<file path="src/rtl/cardinal_router_buf.sv">
`default_nettype none
// =============================================================================
// cardinal_router_buf : five-port buffered XY mesh router node with per-input
// FIFOs, round-robin output arbitration and a saturating drop counter.
// Revision 1.0
// =============================================================================
module cardinal_router_buf #(
  parameter int DATA_W = 64,
  parameter int HOP_W  = 4,
  parameter int DEPTH  = 4,
  parameter int CNT_W  = 16
) (
  input  logic              clk,
  input  logic              reset,
  input  logic              n_si,
  input  logic [DATA_W-1:0] n_di,
  output logic              n_ri,
  output logic              n_so,
  output logic [DATA_W-1:0] n_do,
  input  logic              n_ro,
  input  logic              s_si,
  input  logic [DATA_W-1:0] s_di,
  output logic              s_ri,
  output logic              s_so,
  output logic [DATA_W-1:0] s_do,
  input  logic              s_ro,
  input  logic              e_si,
  input  logic [DATA_W-1:0] e_di,
  output logic              e_ri,
  output logic              e_so,
  output logic [DATA_W-1:0] e_do,
  input  logic              e_ro,
  input  logic              w_si,
  input  logic [DATA_W-1:0] w_di,
  output logic              w_ri,
  output logic              w_so,
  output logic [DATA_W-1:0] w_do,
  input  logic              w_ro,
  input  logic              pe_si,
  input  logic [DATA_W-1:0] pe_di,
  output logic              pe_ri,
  output logic              pe_so,
  output logic [DATA_W-1:0] pe_do,
  input  logic              pe_ro,
  output logic              drop,
  output logic [CNT_W-1:0]  drop_cnt
);

  localparam int NP     = 5;
  localparam int AW     = $clog2(DEPTH);
  localparam int HX_LSB = DATA_W - 2 - HOP_W;
  localparam int HY_LSB = HX_LSB - HOP_W;

  localparam logic [2:0] P_N  = 3'd0;
  localparam logic [2:0] P_S  = 3'd1;
  localparam logic [2:0] P_E  = 3'd2;
  localparam logic [2:0] P_W  = 3'd3;
  localparam logic [2:0] P_PE = 3'd4;

  logic [NP-1:0]     si, ro, ri, so_q, full, empty, req, bad, dropv, grant, deq;
  logic [DATA_W-1:0] di     [NP];
  logic [DATA_W-1:0] do_q   [NP];
  logic [DATA_W-1:0] head   [NP];
  logic [DATA_W-1:0] fwd    [NP];
  logic [DATA_W-1:0] mem    [NP][DEPTH];
  logic [AW:0]       wr_ptr [NP];
  logic [AW:0]       rd_ptr [NP];
  logic [2:0]        dst    [NP];
  logic [2:0]        win    [NP];
  logic [2:0]        rr_ptr [NP];
  logic [HOP_W-1:0]  hx     [NP];
  logic [HOP_W-1:0]  hy     [NP];
  logic              arb_found;
  int                arb_idx;
  logic              drop_q;
  logic [CNT_W-1:0]  cnt_q;
  logic [2:0]        n_drop;
  logic [CNT_W+2:0]  cnt_sum;

  assign si = {pe_si, w_si, e_si, s_si, n_si};
  assign ro = {pe_ro, w_ro, e_ro, s_ro, n_ro};
  assign di[0] = n_di;
  assign di[1] = s_di;
  assign di[2] = e_di;
  assign di[3] = w_di;
  assign di[4] = pe_di;

  assign {pe_ri, w_ri, e_ri, s_ri, n_ri} = ri;
  assign {pe_so, w_so, e_so, s_so, n_so} = so_q;
  assign n_do     = do_q[0];
  assign s_do     = do_q[1];
  assign e_do     = do_q[2];
  assign w_do     = do_q[3];
  assign pe_do    = do_q[4];
  assign drop     = drop_q;
  assign drop_cnt = cnt_q;

  // Pointers carry one wrap bit so full and empty are distinguishable.
  always_comb begin
    for (int i = 0; i < NP; i++) begin
      empty[i] = (wr_ptr[i] == rd_ptr[i]);
      full[i]  = (wr_ptr[i][AW] != rd_ptr[i][AW]) &&
                 (wr_ptr[i][AW-1:0] == rd_ptr[i][AW-1:0]);
      ri[i]    = reset & ~full[i];
      head[i]  = mem[i][rd_ptr[i][AW-1:0]];
    end
  end

  always_comb begin
    for (int i = 0; i < NP; i++) begin
      hx[i]  = head[i][HX_LSB +: HOP_W];
      hy[i]  = head[i][HY_LSB +: HOP_W];
      fwd[i] = head[i];
      dst[i] = P_PE;
      if (hx[i] != '0) begin
        dst[i] = head[i][DATA_W-1] ? P_W : P_E;
        fwd[i][HX_LSB +: HOP_W] = hx[i] - 1'b1;
      end else if (hy[i] != '0) begin
        dst[i] = head[i][DATA_W-2] ? P_S : P_N;
        fwd[i][HY_LSB +: HOP_W] = hy[i] - 1'b1;
      end
      // U-turns and X hops still pending on a Y-axis arrival are discarded.
      bad[i]   = (dst[i] == 3'(i)) || ((i == 0 || i == 1) && hx[i] != '0);
      req[i]   = ~empty[i] & ~bad[i];
      dropv[i] = ~empty[i] & bad[i];
    end
  end

  always_comb begin
    grant     = '0;
    deq       = dropv;
    arb_found = 1'b0;
    arb_idx   = 0;
    for (int o = 0; o < NP; o++) begin
      win[o]    = P_N;
      arb_found = 1'b0;
      for (int k = 0; k < NP; k++) begin
        arb_idx = int'(rr_ptr[o]) + k;
        if (arb_idx >= NP) arb_idx = arb_idx - NP;
        if (!arb_found && req[arb_idx] && dst[arb_idx] == 3'(o)) begin
          arb_found = 1'b1;
          win[o]    = 3'(arb_idx);
        end
      end
      grant[o] = arb_found & (~so_q[o] | ro[o]);
    end
    for (int o = 0; o < NP; o++) begin
      if (grant[o]) deq[win[o]] = 1'b1;
    end
  end

  always_comb begin
    n_drop = '0;
    for (int i = 0; i < NP; i++) begin
      n_drop = n_drop + {2'b00, dropv[i]};
    end
    cnt_sum = {3'b000, cnt_q} + {{CNT_W{1'b0}}, n_drop};
  end

  always_ff @(posedge clk) begin
    for (int i = 0; i < NP; i++) begin
      if (si[i] && ri[i]) mem[i][wr_ptr[i][AW-1:0]] <= di[i];
    end
  end

  always_ff @(posedge clk or negedge reset) begin
    if (!reset) begin
      for (int i = 0; i < NP; i++) begin
        wr_ptr[i] <= '0;
        rd_ptr[i] <= '0;
        so_q[i]   <= 1'b0;
        do_q[i]   <= '0;
        rr_ptr[i] <= P_N;
      end
      drop_q <= 1'b0;
      cnt_q  <= '0;
    end else begin
      for (int i = 0; i < NP; i++) begin
        if (si[i] && ri[i]) wr_ptr[i] <= wr_ptr[i] + 1'b1;
        if (deq[i])         rd_ptr[i] <= rd_ptr[i] + 1'b1;
        if (grant[i]) begin
          so_q[i]   <= 1'b1;
          do_q[i]   <= fwd[win[i]];
          rr_ptr[i] <= (win[i] == P_PE) ? P_N : win[i] + 3'd1;
        end else if (ro[i]) begin
          so_q[i]   <= 1'b0;
        end
      end
      drop_q <= |dropv;
      cnt_q  <= (cnt_sum > {3'b000, {CNT_W{1'b1}}}) ? '1 : cnt_sum[CNT_W-1:0];
    end
  end

endmodule
`default_nettype wire

</file>
<file path="config.mk">
export PLATFORM = sky130hd
export DESIGN_NAME = cardinal_router_buf
export DESIGN_NICKNAME = d
export VERILOG_FILES = /design/src/rtl/cardinal_router_buf.sv
export SDC_FILE = /design/constraint.sdc
export NUM_CORES = 2
export LEC_CHECK = 0
export BUFFER_PORTS_ARGS = -buffer_cell sky130_fd_sc_hd__buf_2
export CORE_MARGIN = 1.5
export CORE_UTILIZATION = 50
export CTS_BUF_LIST = sky130_fd_sc_hd__clkbuf_8
export DETAILED_ROUTE_END_ITERATION = 10
export GPL_ROUTABILITY_DRIVEN = 0
export PLACE_DENSITY = 0.69
export SKIP_CTS_REPAIR_TIMING = 1
export SYNTH_ARGS = -nofsm -noshare
export SYNTH_HDL_FRONTEND = slang
export SYNTH_SLANG_ARGS = --single-unit
</file>
<file path="constraint.sdc">
create_clock -name clk -period 17.7 [get_ports clk]
set_clock_uncertainty 0.1 [all_clocks]
set_input_delay 5.31 -clock clk [delete_from_list [all_inputs] [get_ports clk]]
set_output_delay 5.31 -clock clk [all_outputs]
set_load 0.05 [all_outputs]
</file>
==> run metrics <==
Hold EP e_do[51]; area of the mapped netlist 75,200 sq um; area leader, netlist edfxtp_1; CP startpoint reset; vias in the first global route 49,600; Hold Crit Class reg -> reg; H-tree levels 5; Die ar. 153,000 sq um; Final setup viols 0; R2R depth 18; clock sink count 1,667; Yosys reg bits 1,667; relative slew slack 0.133; layout cell share with drive strength beyond 1 0.272; yosys warns 0; Die H 391 um; Post-synth EDFFs 1,280; via count 51,500; first-pass GRT wire length 362,000 um; CTS clk-pin slew, worst paths 60 ps; critical path class in -> out; worst slew pin tran 1290 ps; Hold Path Cell Cnt 2; hold_sp e_do[51]; Fin. Hold Viols 0; Root Buffer clkbuf_8; vias per inst 6.38; synth top area cells edfxtp_1 51%, dfrtp_1 13%, mux4_2 9.2%; Setup crit start kind input port; width of the die 391 um; first-pass iteration count of the detailed router 6; drt wl/cell 32.0 um; Max Cap Viol 0; total CTS buffers 291; Final Max Tran Viols 0; CP Data Arrival Time 7570 ps; final setup TNS 0 ps; dpl hpwl 182,000 um; post-route ant nets 0; drt total wl 258,000 um; # rows 142; CTS tree done; capturing point of the worst reg2reg path n_do[37]; Initial Util 0.503; Tmin final 12,980 ps; io pins 679; Crit Reg-Reg Startpoint rd_ptr[3]; core footprint 150,000 sq um; CP Cell Sequence buf_8, buf_4, a21boi_0, buf_2; Syn Area/Cell 14.9 sq um; initial antenna violation count 104; Area Overhead vs Synth 14.5%; commonest register cell after synthesis edfxtp_1; buffers added on ports 678; crit-path max FO 59; Residual DRC 0; DR iter-0 viols 5,927; status finished clean; Post-Syn Instances 5,059; Peak Freq 0.0771 GHz; RSZ-0062 raised after global routing false; CP peak stage delay 700 ps; gr usage total 0.336; Async S/R FF share, synth 0.232; Synth Net Count 5,503; largest net degree at the start of global routing 73; slack of the worst reg-to-reg path 9490 ps; crit path max-delay cell type a21boi_0; number of distinct library cells after synthesis 116; layout net count 6,230; fin crit share 0.733; grt total ovfl 0; Synth top area share 0.511; Data required, critical path 12,290 ps; Skew-Pair Late Insertion Delay 1040 ps; Worst Setup End Kind primary output; Seq/Total Area, Yosys 0.640; clk buf depth 4
[sequential cells by signal, indices dropped and copies added (netlist names)]
signal    count
drop          1
drop_cnt     16
e_do         64
mem        1280
n_do         64
pe_do        64
rd_ptr       15
rr_ptr       15
s_do         64
so_q          5
w_do         64
wr_ptr       15
[area by class of cell]
cell class / count / area [sq um]
diodes: 53 / 133
well taps: 2016 / 2520
repair buffers: 756 / 3990
clock inverters: 185 / 941
fillers: 12000 / 63500
inverters: 92 / 359
flip-flops and latches: 1667 / 48200
multi-input cells: 2978 / 25500
clock buffers: 325 / 4470
[cells in the final DEF, fill, tap and decap left out, types with 19 or more instances in the layout]
cell / instances
a211oi_1: 84
a21o_1: 19
a21oi_1: 208
a221oi_1: 62
a22o_1: 60
a22oi_1: 194
and2_1: 24
and3_1: 25
and3_4: 20
buf_2: 677
buf_4: 78
clkbuf_8: 325
clkinv_1: 42
clkinv_2: 19
dfrtp_1: 377
diode_2: 53
edfxtp_1: 1280
ha_1: 109
inv_1: 192
mux2_1: 107
mux2_2: 92
mux2i_1: 107
mux4_2: 308
nand2_1: 419
nand2b_1: 34
nand3_1: 50
nor2_1: 177
nor2b_1: 20
nor3_1: 50
nor4_1: 19
o21ai_0: 215
o21ai_1: 99
o31ai_1: 65
xnor2_1: 56
xor2_1: 30
[cell families (layout without fill, tap and decap cells)]
| logic type | count (synthesis) | in the layout | share of synthesized area |
|---|---|---|---|
| mux | 621 | 621 | 0.138 |
| fa+ha+maj | 112 | 112 | 0.0189 |
| buf+inv | 414 | 1358 | 0.0243 |
| simple gates | 932 | 932 | 0.0578 |
| compound gates | 1225 | 1225 | 0.111 |
| flops | 1667 | 1667 | 0.640 |
| xor+xnor | 86 | 86 | 0.0100 |
| other cells | 2 | 55 | 0.0000999 |
[cells in the mapped netlist (all sizes together) (9+ instances only)]
master	number
inv	88
a31oi	20
o31ai	66
nand2b	36
o22ai	16
nor2b	23
o21a	14
mux4	308
a22oi	194
a221oi	64
nor2	182
xor2	30
a21boi	16
o211ai	13
xnor2	56
and3	45
a2bb2oi	12
a22o	60
nor3b	10
a21oi	211
a211o	11
nand3	51
nor4	21
mux2	203
o21ai	316
a211oi	87
and2	24
or2	17
or3	9
mux2i	110
buf	133
nand4	15
edfxtp	1280
ha	109
o32ai	13
nand2	420
dfrtp	387
nor3	52
a21o	19
o2111ai	9
clkbuf	189
[worst max-delay path by stage]
| stage | end | depth (start not counted) |
|---|---|---|
| 2_1_floorplan | n_ri | 1 |
| 3_3_place_gp | pe_ri | 4 |
| 3_5_place_dp | pe_ri | 4 |
| 4_1_cts | pe_ri | 4 |
| 5_1_grt | pe_ri | 4 |
| 6_report | pe_ri | 4 |
[through the flow]
stage	utilization	cell area (sq um)	hold slack [ps]	setup WS (ps)	std cells
6_report	0.575	86100	378	4720	8072
2_1_floorplan	-	75200	360	5650	5059
5_1_grt	0.575	86000	396	4550	8043
4_1_cts	0.575	86000	381	4710	8019
3_5_place_dp	0.538	80500	365	4700	7509
3_3_place_gp	0.538	80500	360	4790	7509
[critical path: cells and delay by family]
kind,cells,cell delay (ps)
AOI/OAI and AO/OA,1,700
buffers and inverters,3,1400
[metal layers]
metal | GRT usage | routed length [um] | vias to the layer above | share of wire
met5 | 0 | 420 | - | 0.0016
met4 | 0.207 | 17900 | 60 | 0.069
met3 | 0.120 | 30300 | 727 | 0.12
met2 | 0.528 | 122000 | 3162 | 0.47
met1 | 0.395 | 88000 | 26000 | 0.34
li1 | - | - | 21500 | -
Power is left out: the tool's default activity adds up to more than one toggle a clock period on the data nets, which glitch-free logic cannot reach.
